==> src/rtl/multicycle_ctrl.sv <==
// ---------------------------------------------------------------------------
// multicycle_ctrl
//
// Purpose:
//   Control FSM for a multi-cycle fetch/decode/execute datapath. It sequences
//   the instruction-memory request, IR load, one decode-settle cycle, execute,
//   the data-memory handshake and register writeback. Both memory handshakes
//   are guarded by a bounded-wait watchdog. Any watchdog expiry, or a decode
//   that asks for a load and a store together, parks the FSM in a terminal
//   FAULT state until reset.
//
// Parameters:
//   MEM_TIMEOUT  maximum cycles a request waits for its ack (1..255)
//   CNT_W        width of the retired-instruction counter
//
// Optional feature macro:
//   MULTICYCLE_PERF_CNT_EN  when defined, 'retired' counts completed
//                           instructions (wrapping modulo 2^CNT_W); when
//                           undefined there are no counter flops and
//                           'retired' is tied to 0.
//
// Ports:
//   clk           system clock, rising edge
//   reset         asynchronous, active-low reset
//   run           allow a new instruction (sampled in IDLE and at completion)
//   i_ack         instruction word valid
//   uncondbranch  decode flag: unconditional branch
//   branch        decode flag: CBZ-style conditional branch
//   mem_read      decode flag: load
//   mem_write     decode flag: store
//   zero          ALU zero flag, valid in EXECUTE
//   d_ack         data memory transfer complete
//   i_req         instruction fetch request (FETCH)
//   ir_write      IR load pulse
//   d_req         data memory request (MEM)
//   d_we          data memory write enable (MEM and store)
//   reg_write     register file write pulse (WB)
//   pc_write      PC update pulse (instruction completion)
//   pc_src        0 = incremented PC, 1 = branch target
//   state         current FSM state encoding
//   mem_fault     sticky fault indication
//   retired       completed instruction count
// ---------------------------------------------------------------------------
module multicycle_ctrl #(
   parameter int unsigned MEM_TIMEOUT = 15,
   parameter int unsigned CNT_W       = 32
) (
   input  logic             clk,
   input  logic             reset,
   input  logic             run,
   input  logic             i_ack,
   input  logic             uncondbranch,
   input  logic             branch,
   input  logic             mem_read,
   input  logic             mem_write,
   input  logic             zero,
   input  logic             d_ack,
   output logic             i_req,
   output logic             ir_write,
   output logic             d_req,
   output logic             d_we,
   output logic             reg_write,
   output logic             pc_write,
   output logic             pc_src,
   output logic [2:0]       state,
   output logic             mem_fault,
   output logic [CNT_W-1:0] retired
);

   typedef enum logic [2:0] {
      S_IDLE    = 3'd0,
      S_FETCH   = 3'd1,
      S_DECODE  = 3'd2,
      S_EXECUTE = 3'd3,
      S_MEM     = 3'd4,
      S_WB      = 3'd5,
      S_FAULT   = 3'd6
   } state_t;

   // The watchdog value seen during the last permitted wait cycle. An ack on
   // that cycle still completes the handshake; no ack sends us to FAULT.
   localparam logic [7:0] WD_LAST = 8'(MEM_TIMEOUT - 1);

   state_t     state_q, state_d;
   logic [7:0] wd_q, wd_d;
   logic       done;
   logic       waiting;

   // State and watchdog registers. Reset is asynchronous so in-flight
   // requests drop the moment reset asserts.
   always_ff @(posedge clk or negedge reset) begin
      if (!reset) begin
         state_q <= S_IDLE;
         wd_q    <= 8'd0;
      end else begin
         state_q <= state_d;
         wd_q    <= wd_d;
      end
   end

   // Next-state logic plus the Mealy pulses. 'done' marks instruction
   // completion: the PC is written and run decides FETCH versus IDLE.
   // 'waiting' is only set on cycles that stay in FETCH or MEM without an ack,
   // so every state change clears the watchdog.
   always_comb begin
      state_d   = state_q;
      ir_write  = 1'b0;
      pc_write  = 1'b0;
      pc_src    = 1'b0;
      reg_write = 1'b0;
      done      = 1'b0;
      waiting   = 1'b0;

      case (state_q)
         S_IDLE: begin
            if (run) state_d = S_FETCH;
         end
         S_FETCH: begin
            if (i_ack) begin
               ir_write = 1'b1;
               state_d  = S_DECODE;
            end else if (wd_q == WD_LAST) begin
               state_d = S_FAULT;
            end else begin
               waiting = 1'b1;
            end
         end
         S_DECODE: begin
            state_d = S_EXECUTE;
         end
         S_EXECUTE: begin
            if (mem_read && mem_write) begin
               state_d = S_FAULT;
            end else if (uncondbranch || (branch && zero)) begin
               pc_src = 1'b1;
               done   = 1'b1;
            end else if (branch) begin
               done = 1'b1;
            end else if (mem_read || mem_write) begin
               state_d = S_MEM;
            end else begin
               state_d = S_WB;
            end
         end
         S_MEM: begin
            if (d_ack) begin
               if (mem_read) state_d = S_WB;
               else          done    = 1'b1;
            end else if (wd_q == WD_LAST) begin
               state_d = S_FAULT;
            end else begin
               waiting = 1'b1;
            end
         end
         S_WB: begin
            reg_write = 1'b1;
            done      = 1'b1;
         end
         S_FAULT: begin
            state_d = S_FAULT;
         end
         default: begin
            state_d = S_FAULT;
         end
      endcase

      if (done) begin
         pc_write = 1'b1;
         state_d  = run ? S_FETCH : S_IDLE;
      end

      wd_d = waiting ? (wd_q + 8'd1) : 8'd0;
   end

   // Moore outputs depend only on the registered state. FAULT is terminal,
   // so decoding it directly gives a sticky fault flag.
   assign i_req     = (state_q == S_FETCH);
   assign d_req     = (state_q == S_MEM);
   assign d_we      = (state_q == S_MEM) && mem_write;
   assign mem_fault = (state_q == S_FAULT);
   assign state     = state_q;

`ifdef MULTICYCLE_PERF_CNT_EN
   logic [CNT_W-1:0] retired_q;

   // Retired-instruction counter; wraps naturally at 2^CNT_W.
   always_ff @(posedge clk or negedge reset) begin
      if (!reset) begin
         retired_q <= '0;
      end else if (done) begin
         retired_q <= retired_q + CNT_W'(1);
      end
   end

   assign retired = retired_q;
`else
   assign retired = '0;
`endif

endmodule

==> config.mk <==
export PLATFORM = sky130hd
export DESIGN_NAME = multicycle_ctrl
export DESIGN_NICKNAME = d
export VERILOG_FILES = /design/src/rtl/multicycle_ctrl.sv
export SDC_FILE = /design/constraint.sdc
export NUM_CORES = 1
export LEC_CHECK = 0
export ABC_CLOCK_PERIOD_IN_PS = 1760
export CAP_MARGIN = 20
export CORE_ASPECT_RATIO = 1.1
export CORE_MARGIN = 1.5
export CORE_UTILIZATION = 38
export DETAILED_ROUTE_END_ITERATION = 12
export PLACE_DENSITY_LB_ADDON = 0.08
export SLEW_MARGIN = 0
export SYNTH_ARGS = -nofsm -noshare
export SYNTH_HDL_FRONTEND = slang
export SYNTH_SLANG_ARGS = --single-unit
==> constraint.sdc <==
create_clock -name clk -period 1.76 [get_ports clk]
set_input_delay 0.352 -clock clk [delete_from_list [all_inputs] [get_ports clk]]
set_output_delay 0.352 -clock clk [all_outputs]
set_load 0.03 [all_outputs]
==> results of run 1 <==
## flip-flops by register name, summed over array words and instances (netlist names)
signal and flops:
state 3, wd_q 8
## layout by cell type, fill, tap and decap left out, types with 2 or more instances in the layout
cell type,instances
conb_1,32
nand2b_1,3
dlymetal6s2s_1,2
xor2_1,5
buf_4,16
nor3b_1,2
nand2_1,4
and3_1,4
nand3_1,2
a21oi_1,4
nor2_1,14
clkdlybuf4s50_1,10
o21ai_0,4
nand4_1,2
o211ai_1,2
dfrtp_1,11
clkbuf_4,3
ha_1,2
## power by group through the flow
stage / Sequential (mW) / Clock (mW) / Combinational (mW)
finish: 0.253 / 0.167 / 0.129
global route: 0.252 / 0.189 / 0.137
CTS: 0.253 / 0.175 / 0.127
detailed placement: 0.258 / 0 / 0.127
global placement: 0.258 / 0 / 0.127
floorplan: 0.258 / 0 / 0.149
## kinds of logic after synthesis
| kind of cell | Yosys count | synth area share, % |
|---|---|---|
| xor gates and xnor gates | 6 | 5.56 |
| AOI/OAI and AO/OA | 15 | 9.67 |
| buffers and inverters | 37 | 27.8 |
| DFF | 11 | 29.1 |
| adders and majority gates | 2 | 2.65 |
| other | 1 | 0.397 |
| and+or+nand+nor | 42 | 24.8 |
## layout make-up
cell class	count	area [µm²]
fillers	241	1150
multi-input cells	97	539
flip-flops and latches	11	275
repair buffers	29	256
well taps	30	37.5
clock buffers	4	26.3
inverters	2	11.3
## timing repair
action                     in CTS  in global routing
buffers inserted                1                  0
resized for setup               3                  4
pin swaps                       1                  1
setup endpoints to repair       3                  3
## metrics by stage
| stage | setup TNS (ns) | cells | area (µm²) | hold WS (ns) |
|---|---|---|---|---|
| 3_5_place_dp | 0 | 168 | 1090 | 0.498 |
| 6_report | 0 | 173 | 1150 | 0.409 |
| 3_3_place_gp | 0 | 168 | 1090 | 0.500 |
| 2_1_floorplan | 0 | 145 | 1060 | 0.0564 |
| 5_1_grt | -0.00129 | 173 | 1150 | 0.461 |
| 4_1_cts | 0 | 173 | 1130 | 0.423 |
## how the worst max path moves through the flow
stage,startpoint,slack (ns),endpoint
global route,state[0]$_DFFE_PN0P_,-0.001,pc_write
floorplan,state[0]$_DFFE_PN0P_,0.08,pc_src
finish,state[0]$_DFFE_PN0P_,0.04,state[0]
detailed placement,mem_read,0.01,pc_write
CTS,state[2]$_DFFE_PN0P_,0.01,state[2]
global placement,mem_read,0.03,pc_write
## worst reg2reg max path: cells and delay by family, from the launching register on
kind                   cells  cell delay (ns)
flip-flops                 1             0.44
AO/OA/AOI/OAI              1             0.15
AND/OR/NAND/NOR            3             0.65
buffers and inverters      1             0.18
## per-layer routing
layer  share of wire, %  GRT usage [%]  up-vias  wire length (µm)
li1                   -              -      375                 -
met1                 41           15.6      330               715
met2                 51           21.6       27               879
met3                6.8           2.97        3               118
met4                1.3           5.79        0                23
met5                  0              0        -                 0
==> impl_metrics.py, run 1 <==
metrics = {
    "synthesis": {
        "yosys-top-cells-count": "buf_4 (32), nor2_1 (14), dfrtp_1 (11)",
        "syn_inst": 114,
        "ys_ff_latch": 11,
        "yosysMostFrequentCell": "buf_4",
        "ys_types": 33,
        "ys_warn_count": 0,
        "synth_area_leaders": "dfrtp_1 (29%), buf_4 (25%), nor2_1 (5.6%)",
        "ys_seq_area_share_pct": 29.1,
        "synth_area_um2": 945,
        "synth-main-ff-cell": "dfrtp_1",
        "synth_top_area_share_pct": 29.1,
        "synth_top_cell_by_area": "dfrtp_1",
        "ys_async_sr_fraction_pct": 100,
        "syn_area_per_cell_um2": 8.29,
        "synth_edf_count": 0,
    },
    "power": {
        "ir_drop_v": 0.000375,
        "pwr_density_cell_nw_per_um2": 478,
        "power_frac_seq_pct": 46.1,
        "intPower_mw": 0.364,
        "p_leak_nw": 0.538,
        "power_mw": 0.548,
        "pwr-share-comb_pct": 23.5,
        "power.switching_mw": 0.185,
        "sw_frac_of_total_pct": 33.7,
        "clockPowerShare_pct": 30.5,
    },
    "cells_and_area": {
        "layout.nets": 156,
        "finalCoreUtilization_pct": 49.9,
        "drive_gt1_share_pct": 18.9,
        "areaGrowthSynthToFinish_pct": 21.3,
        "n_antenna_cell": 0,
    },
    "sta": {
        "fmax_mhz": 580,
        "fin_skew_ns": 0.000473,
        "hold_violations": 0,
        "drv_slew": 0,
        "finalSetupViolations": 0,
        "setup_ws_ns": 0.0366,
        "fin_crit_sh_pct": 97.9,
        "period_minus_slack_ns": 1.72,
    },
    "routing": {
        "vias_per_cell": 4.25,
        "first_pass_iters": 4,
        "postRouteAntennaNets": 0,
        "wl_per_cell_um": 10.0,
        "via_count": 735,
        "drc": 0,
        "drt_iter0_markers": 5,
        "routed_wirelength_mm": 1.74,
    },
    "die": {
        "dieHeight_um": 55.3,
        "die-area_um2": 2790,
        "num_rows": 18,
        "ioPinCount": 53,
        "core_area_um2": 2300,
        "die-width_um": 50.5,
        "initial_core_util_pct": 41.1,
    },
    "clock_network": {
        "clock_path_buffers": 2,
        "numCtsBuffers": 3,
        "h-tree-depth": 1,
        "cts.clk_slew.worst_paths_ns": 0.06,
        "clock-sinks": 11,
        "clockRootBuffer": "clkbuf_4",
        "clock_latency_ns": 0.26,
        "cts_tree": "built",
        "cts_hold_buffers": 0,
    },
    "critical_path": {
        "cpPeakStageDelay_ns": 0.70,
        "r2r_end": "wd_q[2]$_DFF_PN0_",
        "path_buf_inv": 1,
        "crit_path_end_kind": "primary output",
        "r2r_start": "state[2]$_DFFE_PN0P_",
        "cp.depth": 1,
        "cp-start-kind": "register",
        "reg2reg_depth": 5,
        "path_class": "register to primary output",
        "ff2ff_setup_slack_ns": 0.27,
        "cp_max_fo": 4,
        "worstPathArrival_ns": 1.37,
        "cp.required_ns": 1.41,
        "path_delay_family": "buffers and inverters",
        "slowest_stage": "clkdlybuf4s50_1",
        "crit_chain": "clkdlybuf4s50_1",
    },
    "grt": {
        "track_usage_pct": 12.9,
        "grt_max_degree": 12,
        "first_global_vias": 675,
        "grt_overflow": 0,
        "grt_pass1_wl_mm": 2.83,
        "antenna_found_initial": 0,
    },
    "placement": {
        "port_buffers": 20,
        "globalplace.congestion": 0.837,
        "hpwl_mm": 1.38,
        "dp_slack_ns": 0.00955,
    },
    "hold_path": {
        "hold_path.class": "input pin to asynchronous set/reset pin",
    },
    "status": {
        "status": "completed",
    },
    "flow_run": {
        "max_cap_viol_count": 0,
    },
}
(Power assumes the default switching activity.)
==> run 2: changes to the inputs <==
GPL_ROUTABILITY_DRIVEN = 0   (was unset)
REMOVE_ABC_BUFFERS = 1   (was unset)
SETUP_SLACK_MARGIN = 0.2   (was unset)
==> run 2 against run 1 <==
  * Total power down 0.63%
  * Hold slack better by 0.014 ns
  * Critical path depth rose by 3
  * Routed wire length up 3.9%
  * Critical path type unchanged
  * Largest power group unchanged
==> impl_metrics.py, run 2 (synthesis results as in run 1) <==
metrics = {
    "critical_path": {
        "path_buf_inv": 1,
        "path_class": "register to primary output",
        "path_delay_family": "flip-flops",
        "worstPathArrival_ns": 1.28,
        "crit_chain": "nor2b_4 -> nand3_2 -> o21ai_2 -> buf_6",
        "slowest_stage": "dfrtp_2",
        "cp-start-kind": "register",
        "cp.required_ns": 1.41,
        "crit_path_end_kind": "primary output",
        "cpPeakStageDelay_ns": 0.44,
        "cp_max_fo": 4,
    },
    "cells_and_area": {
        "largest_reg_flops": 8,
        "largest_register": "wd_q",
        "areaGrowthSynthToFinish_pct": 26.2,
        "n_antenna_cell": 0,
        "layout_commonest_cell": "conb_1",
        "final_cells": 176,
        "layout.nets": 159,
        "drive_gt1_share_pct": 25.3,
        "final_cell_mix": "conb_1 (32), buf_4 (15), nor2_1 (13), dfrtp_1 (9), clkdlybuf4s50_1 (6)",
        "finalInstanceArea_um2": 1190,
        "finalCoreUtilization_pct": 51.9,
    },
    "grt": {
        "antenna_found_initial": 0,
        "grt_overflow": 0,
        "grt_max_degree": 12,
        "track_usage_pct": 12.1,
        "first_global_vias": 661,
        "grt_pass1_wl_mm": 2.70,
    },
    "power": {
        "pwr_density_cell_nw_per_um2": 457,
        "ir_drop_v": 0.000232,
        "p_leak_nw": 0.577,
        "power_mw": 0.545,
    },
    "clock_network": {
        "h-tree-depth": 1,
        "clock_latency_ns": 0.26,
        "clock-sinks": 11,
        "numCtsBuffers": 3,
        "cts.clk_slew.worst_paths_ns": 0.07,
        "clock_path_buffers": 2,
        "cts_tree": "built",
        "clockRootBuffer": "clkbuf_4",
    },
    "sta": {
        "hold_violations": 0,
        "fin_crit_sh_pct": 92.8,
        "rsz0062_at_grt": "yes",
        "finalSetupViolations": 0,
        "setup_ws_ns": 0.127,
        "fin_tns_setup_ns": 0,
        "slew-limit-headroom_pct": 66.3,
        "period_minus_slack_ns": 1.63,
        "drv_slew": 0,
        "fmax_mhz": 612,
        "fin_hold_ws_ns": 0.423,
        "max_slew.worst_pin.slew_ns": 0.503,
        "fin_skew_ns": 0.00432,
    },
    "routing": {
        "drt_iter0_markers": 11,
        "drc": 0,
        "postRouteAntennaNets": 0,
        "vias_per_cell": 4.39,
        "first_pass_iters": 4,
        "via_count": 772,
        "wl_per_cell_um": 10.3,
        "routed_wirelength_mm": 1.80,
    },
    "die": {
        "initial_core_util_pct": 41.1,
        "num_rows": 18,
        "core_area_um2": 2300,
        "die-area_um2": 2790,
        "dieHeight_um": 55.3,
        "die-width_um": 50.5,
        "ioPinCount": 53,
    },
    "flow_run": {
        "max_cap_viol_count": 0,
    },
    "placement": {
        "hpwl_mm": 1.36,
        "post_dp_cell_area_um2": 1060,
        "port_buffers": 20,
        "placedCellCount": 165,
        "dp_slack_ns": 0.00796,
    },
    "hold_path": {
        "hold_path.class": "input pin to asynchronous set/reset pin",
    },
    "status": {
        "status": "completed",
    },
}
run 2: cell count changes in the layout (fill, tap and decap cells not counted), sizes merged:
cell,previous run,this run
dlymetal6s2s,2,1
buf,17,20
inv,1,2
dlygate4sd2,0,4
clkbuf,4,5
clkdlybuf4s50,10,6
clkinvlp,1,0
run 2: where the power goes:
group          total (mW)  leakage [nW]  switching, mW  internal, mW
clock               0.168        0.0150         0.0802        0.0875
combinational       0.125         0.419          0.105        0.0200
sequential          0.253         0.143              0         0.253
run 2: timing repair:
action,CTS,global route
resized for setup,17,7
hold buffers,0,0
setup endpoints to repair,11,14
buffers inserted,2,5
pin swaps,3,1
endpoints found under the hold margin,0,0
run 2: metal layers:
layer,routed length (µm),GRT usage (%),up-vias
li1,-,-,386
met1,743,15.3,361
met2,962,20.7,23
met3,75,0.811,2
met4,23,5.79,0
met5,0,0,-
run 2: cell type report:
cell class              instances  area [µm²]
clock buffers                   4        26.3
fillers                       242        1100
inverters                       2        7.51
multi-input cells              97         562
flip-flops and latches         11         278
well taps                      30        37.5
repair buffers                 32         282
run 2: path summary, 6_finish.rpt:
path / start / to / slack, ns / cells after the start
worst max-delay path: state[2]$_DFFE_PN0P_ / pc_write / 0.13 / 4
worst min-delay path: reset / wd_q[4]$_DFF_PN0_ / 0.42 / 1
min in group clk: wd_q[0]$_DFF_PN0_ / wd_q[0]$_DFF_PN0_ / 0.52 / 1
max in group asynchronous: reset / state[2]$_DFFE_PN0P_ / 0.97 / 1
worst min register to register: wd_q[0]$_DFF_PN0_ / wd_q[0]$_DFF_PN0_ / 0.52 / 1
worst max register to register: state[2]$_DFFE_PN0P_ / wd_q[0]$_DFF_PN0_ / 0.33 / 5
run 2: worst register-to-register path: stages, from the launching register on:
cell and delay [ns]:
dfrtp_2 0.44, buf_6 0.15, nand2b_4 0.14, o22ai_1 0.16, nand3_1 0.28, nor2_1 0.19
